$ cat src/rtl/qe_mac_datapath.sv
// qe_mac_datapath: pipelined quadratic evaluator (a*x*x + b*x + c) with saturating stream accumulation
module qe_mac_datapath (
  input  logic               clk,
  input  logic               reset,
  input  logic               enable_mode0,
  input  logic               enable_mode1,
  input  logic               valid_in,
  input  logic               last_in,
  input  logic signed [7:0]  x,
  input  logic               coef_load,
  input  logic signed [7:0]  coef_a,
  input  logic signed [7:0]  coef_b,
  input  logic signed [7:0]  coef_c,
  output logic               valid_out,
  output logic signed [31:0] result,
  output logic               done,
  output logic               ovf
);
  typedef enum logic [1:0] {IDLE, EVAL, ACCUM} state_t;
  state_t state, state_n;
  logic signed [7:0]  ca, cb, cc;
  logic               s1_v, s1_l, s1_m;
  logic signed [16:0] s1_xx;
  logic signed [15:0] s1_bx;
  logic signed [7:0]  s1_a, s1_c;
  logic               s2_v, s2_l, s2_m;
  logic signed [24:0] s2_y;
  logic signed [31:0] acc;
  logic               abort_p;
  logic               m0_only, m1_only, accept, drain, clamp;
  logic signed [24:0] y;
  logic signed [32:0] sum;
  logic signed [31:0] sat;
  assign m0_only = enable_mode0 & ~enable_mode1;
  assign m1_only = enable_mode1 & ~enable_mode0;
  assign accept  = valid_in & (enable_mode0 ^ enable_mode1);
  assign y       = 25'(s1_a) * 25'(s1_xx) + 25'(s1_bx) + 25'(s1_c);
  assign sum     = 33'(acc) + 33'(s2_y);
  assign clamp   = sum[32] ^ sum[31];
  assign sat     = clamp ? {sum[32], {31{~sum[32]}}} : sum[31:0];
  // abort cleanup waits until no stream sample remains in S1/S2
  assign drain   = ~(s1_v & s1_m) & ~(s2_v & s2_m);
  always_comb begin
    state_n = IDLE;
    state_n = (state == IDLE) ? (m0_only ? EVAL : m1_only ? ACCUM : IDLE) :
              (state == EVAL && m0_only) ? EVAL :
              (state == ACCUM && m1_only) ? ACCUM : IDLE;
  end
  always_ff @(posedge clk or posedge reset) begin
    if (reset) state <= IDLE;
    else       state <= state_n;
  end
  always_ff @(posedge clk or posedge reset) begin
    if (reset) begin
      {ca, cb, cc} <= '0;
      {s1_v, s1_l, s1_m, s1_xx, s1_bx, s1_a, s1_c} <= '0;
      {s2_v, s2_l, s2_m, s2_y} <= '0;
      acc       <= '0;
      abort_p   <= 1'b0;
      result    <= '0;
      valid_out <= 1'b0;
      done      <= 1'b0;
      ovf       <= 1'b0;
    end else begin
      if (coef_load) {ca, cb, cc} <= {coef_a, coef_b, coef_c};
      s1_v  <= accept;
      s1_l  <= last_in & enable_mode1;
      s1_m  <= enable_mode1;
      s1_xx <= 17'(x) * 17'(x);
      s1_bx <= 16'(cb) * 16'(x);
      s1_a  <= ca;
      s1_c  <= cc;
      s2_v  <= s1_v;
      s2_l  <= s1_l;
      s2_m  <= s1_m;
      s2_y  <= y;
      valid_out <= s2_v & (~s2_m | s2_l);
      done      <= s2_v & s2_m & s2_l;
      if (s2_v & ~s2_m) result <= 32'(s2_y);
      if (s2_v & s2_m) begin
        acc <= s2_l ? '0 : sat;
        if (s2_l) result <= sat;
      end
      // ovf stays visible with the final result, then clears on the next edge
      ovf <= (abort_p & drain) ? 1'b0 : ((done ? 1'b0 : ovf) | (s2_v & s2_m & clamp));
      if (abort_p & drain) acc <= '0;
      abort_p <= (state == ACCUM && state_n != ACCUM) ? 1'b1 : (drain ? 1'b0 : abort_p);
    end
  end
endmodule

$ cat config.mk
export PLATFORM = sky130hd
export DESIGN_NAME = qe_mac_datapath
export DESIGN_NICKNAME = d
export VERILOG_FILES = /design/src/rtl/qe_mac_datapath.sv
export SDC_FILE = /design/constraint.sdc
export NUM_CORES = 1
export LEC_CHECK = 0
export ABC_CLOCK_PERIOD_IN_PS = 12950
export CORE_MARGIN = 2
export CORE_UTILIZATION = 69
export CTS_BUF_LIST = sky130_fd_sc_hd__clkbuf_4
export DETAILED_ROUTE_END_ITERATION = 7
export PLACE_DENSITY = 0.89
export SYNTH_ARGS = -nofsm -noshare
export SYNTH_HDL_FRONTEND = slang
export SYNTH_SLANG_ARGS = --single-unit
$ cat constraint.sdc
create_clock -name clk -period 12.95 [get_ports clk]
set_input_delay 1.9425 -clock clk [delete_from_list [all_inputs] [get_ports clk]]
set_output_delay 1.9425 -clock clk [all_outputs]
set_load 0.1 [all_outputs]
Word-level counts from Yosys, hierarchy flattened --
Index checks and enable logic that the tools add are counted.
Storage, ports and cells: register bits after elaboration 173
Cells by class: reduce and logical (&&, ||, !) cells 6, $add $sub $neg 3, multiplexer cells 16, multiply operators 3, equality and inequality tests 3, bitwise gates (word level) 22
Operators with widths (count):
- $mux 32 | 7
- $add 32x25->33 | 1
- $mul 8x8->16 | 2
- $add 24x16->25 | 1
- $add 25x8->25 | 1
- $mul 8x16->24 | 1
- $and 1x1->1 | 12
- $mux 2 | 5
- $not 1->1 | 6
- $mux 1 | 4
- $reduce_bool 2->1 | 2
- $logic_and 1x1->1 | 3
- $eq 2x1->1 const B | 1
- $eq 2x2->1 const B | 1
- $logic_not 2->1 | 1
- $ne 2x2->1 const B | 1
- $or 1x1->1 | 2
- $xor 1x1->1 | 2

Logic depth before layout (Yosys ltp) --
depth in word-level cells 9, depth in mapped cells 22, depth with buffers taken out 21

Worst setup path after synthesis --
Ideal clock, no wire load.
kind input port to flip-flop, start point input x[1], end point register s1_bx[14], required time 12.834 ns, slack 7.030 ns, stages on the path 18, arrival 5.804 ns, setup time 0.116 ns, path through clkbuf_1 > and2_1 > fa_1 > inv_1 > fa_1 > inv_1 > fa_1 > inv_1 > fa_1 > inv_1 > ha_1 > o21ai_0 > a21boi_0 > o21ai_0 > nand2b_1 > a21o_1 > a21o_1 > o311ai_0
On the way: cells in the longest elaborated chain, start to end 1
RTL lines:
- from (decl) | RTL line 9 | input logic signed [7:0] x,
- $mul 8x8->16 | RTL line 70 | s1_bx <= 16'(cb) * 16'(x);
- to (signal assigned) | RTL line 70
- to (decl) | RTL line 24 | logic signed [15:0] s1_bx;
Every way passes these cells. A chain may end at the register's enable or synchronous reset.

Final worst setup path --
start point input x[7], end point register s1_xx[14]
On the way: cells in the longest elaborated chain, start to end 1
RTL lines:
- $mul 8x8->16 | RTL line 69 | s1_xx <= 17'(x) * 17'(x);
- to (signal assigned) | RTL line 69
- to (decl) | RTL line 23 | logic signed [16:0] s1_xx;
Every way passes these cells.

==> impl_metrics.ini <==
[drt]
drc_errors = 0
wl_microns = 38600
vias = 12920
wl_per_cell_microns = 17.40
dr.first_iter.drc_count = 877
dr.pass1.iters = 7
avgViaCountPerCell = 5.826
postRouteAntennaNets = 0

[global_routing]
grt_pass1_vias = 13950
track_usage_pct = 30.48
grt_overflow = 0
antenna_found_initial = 1
grt_max_degree = 105
grt_first_pass_wirelength_microns = 65160

[clock_network]
htree_levels = 4
cts_buffers = 17
postCtsHoldBufs = 0
root_buffer = clkbuf_4
postCtsSetupRepairBufs = 0
clockBufferDepth = 2
clock_latency_ps = 610
cts_tree = yes
numClockSinks = 172
post_cts_resized = 0
path_clk_slew_ps = 190

[setup_path]
required_ps = 13430
cp-start-kind = input port
cp-end-kind = register
reg2reg_from = s1_a[2]
crit_type = input port to register
crit_start = x[7]
crit_fanout = 23
crit_arrival_ps = 6930

[final_layout]
finalNonFillerCells = 2218
area_growth_pct = 7.362
layout.nets = 2308
layout_commonest_cell = inv_1
drive_gt1_share_pct = 4.716
layout_common_cells = 352 x inv_1, 242 x fa_1, 172 x dfrtp_1, 161 x nand2_1, 153 x ha_1

[logic_synthesis]
synth-edff-count = 0
yosysWarningCount = 0
synthFlopType = dfrtp_1
ys_seq_elements = 172
postSynthCellCount = 1825
ys_seq_area_share_pct = 24.14
synth_area_sq_um = 17830
async_flop_share_pct = 100.0
synth.distinct_cells = 68
synth.avg_cell_area_sq_um = 9.769

[timing]
setup_viol = 0
skew_ps = 47.44
fin_crit_ps = 6450
max_freq_mhz = 155.0
rsz0062_at_grt = no
period_share_pct = 49.81
slew-limit-headroom_pct = 17.43
setup_tns_ps = 0
worst_pin_slew_ps = 1237
final_max_slew_viol_count = 0
hold_viol_final = 0

[die]
coreArea_sq_um = 25250
ios = 74
die_x_microns = 164.7
die_h_microns = 164.7
initial_core_util_pct = 70.60
dieArea_sq_um = 27140
rows = 58

[placement]
place_inst = 2185
dp_hpwl_microns = 30510
port_buffers = 73
gp_congestion = 0.9074

[status]
outcome = finished, final reports clean

[flow_run]
cap_violations = 0

[worst_hold_path]
hp-start = ca[7]
hold_class = register to register
[registers in the layout, summed over array words and instances (netlist names)]
name       cells
s1_bx         16
s2_y          25
s1_v           1
done           1
s1_l           1
state          2
abort_p        1
ovf            1
s1_xx         15
s2_v           1
ca             8
s2_m           1
s2_l           1
result        32
valid_out      1
cc             8
s1_c           8
acc           32
s1_m           1
s1_a           8
cb             8
[cell families (layout without fill, tap and decap cells)]
family | count (synthesis) | count (layout) | share of synthesized area [%]
other | 2 | 5 | 0.04212
buffers and inverters | 405 | 465 | 8.688
and+or+nand+nor | 447 | 447 | 12.22
DFF | 172 | 172 | 24.14
muxes | 27 | 27 | 1.691
xor gates and xnor gates | 86 | 86 | 4.225
adders and majority gates | 395 | 395 | 37.91
AOI/OAI and AO/OA | 291 | 291 | 11.08
[Yosys cell counts (all sizes together), types with 13 or more instances]
cell,n,area share (%)
a211oi,17,0.80
a21o,31,1.3
a21oi,83,2.3
a221o,18,1.0
and2,101,3.6
buf,14,0.46
clkbuf,38,0.80
dfrtp,172,24
fa,242,27
ha,153,11
inv,353,7.4
mux2,25,1.6
nand2,162,3.4
nand2b,22,0.77
nand3,13,0.36
nor2,72,1.5
nor2b,14,0.49
nor3,30,0.90
o21ai,42,1.2
o22ai,25,0.88
xnor2,60,2.9
xor2,26,1.3
[cell type report]
class,count,area [sq um]
inverter,353,1330
clock buffer,18,135.1
fill,1629,6113
multi-input combinational,1250,12000
clock inverter,14,175.2
sequential,172,4304
antenna,1,2.502
tap,330,412.9
timing repair buffer,80,783.3
[stage by stage]
| stage | worst slack [ps] | hold WS, ps | util [%] | instance area (sq um) |
|---|---|---|---|---|
| final | 6500 | 353.5 | 75.79 | 19140 |
| after global routing | 6148 | 370.3 | 75.79 | 19140 |
| after CTS | 6558 | 357.9 | 75.78 | 19140 |
| after detailed placement | 5944 | 343.3 | 74.55 | 18830 |
| after global placement | 6120 | 346.5 | 74.55 | 18830 |
| after floorplan | 6347 | 331.2 | - | 17840 |
[layer usage]
metal | global-route usage [%] | wire length [microns]
met4 | 12.92 | 1514
met2 | 56.26 | 20570
met5 | 0 | 0
met3 | 3.893 | 1745
met1 | 35.78 | 14770
[worst paths after layout]
| path | to | slack [ps] | cells past startpoint |
|---|---|---|---|
| setup / recovery | s1_xx[14] | 6500 | 17 |
| max in group asynchronous | s1_xx[15] | 9610 | 3 |
| min in group asynchronous | acc[4] | 1870 | 2 |
| hold / removal | s1_a[7] | 350 | 0 |
| hold reg to reg | s1_a[7] | 350 | 0 |
| setup reg to reg | s2_y[21] | 6780 | 19 |
[critical path, cell delays in order]
cell             delay, ps
clkdlybuf4s50_1       1010
nor2b_1                300
inv_1                  110
fa_1                   570
xor2_1                 180
xnor2_1                110
fa_1                   530
inv_1                   50
fa_1                   470
ha_1                   350
o21ai_0                120
a21boi_0               170
o21ai_0                180
nand2b_1               110
a21o_1                 200
a21o_1                 200
o311ai_0               300
Power is not shown: default switching activity piles up to over one toggle a cycle in this logic, so the estimate is an artifact.
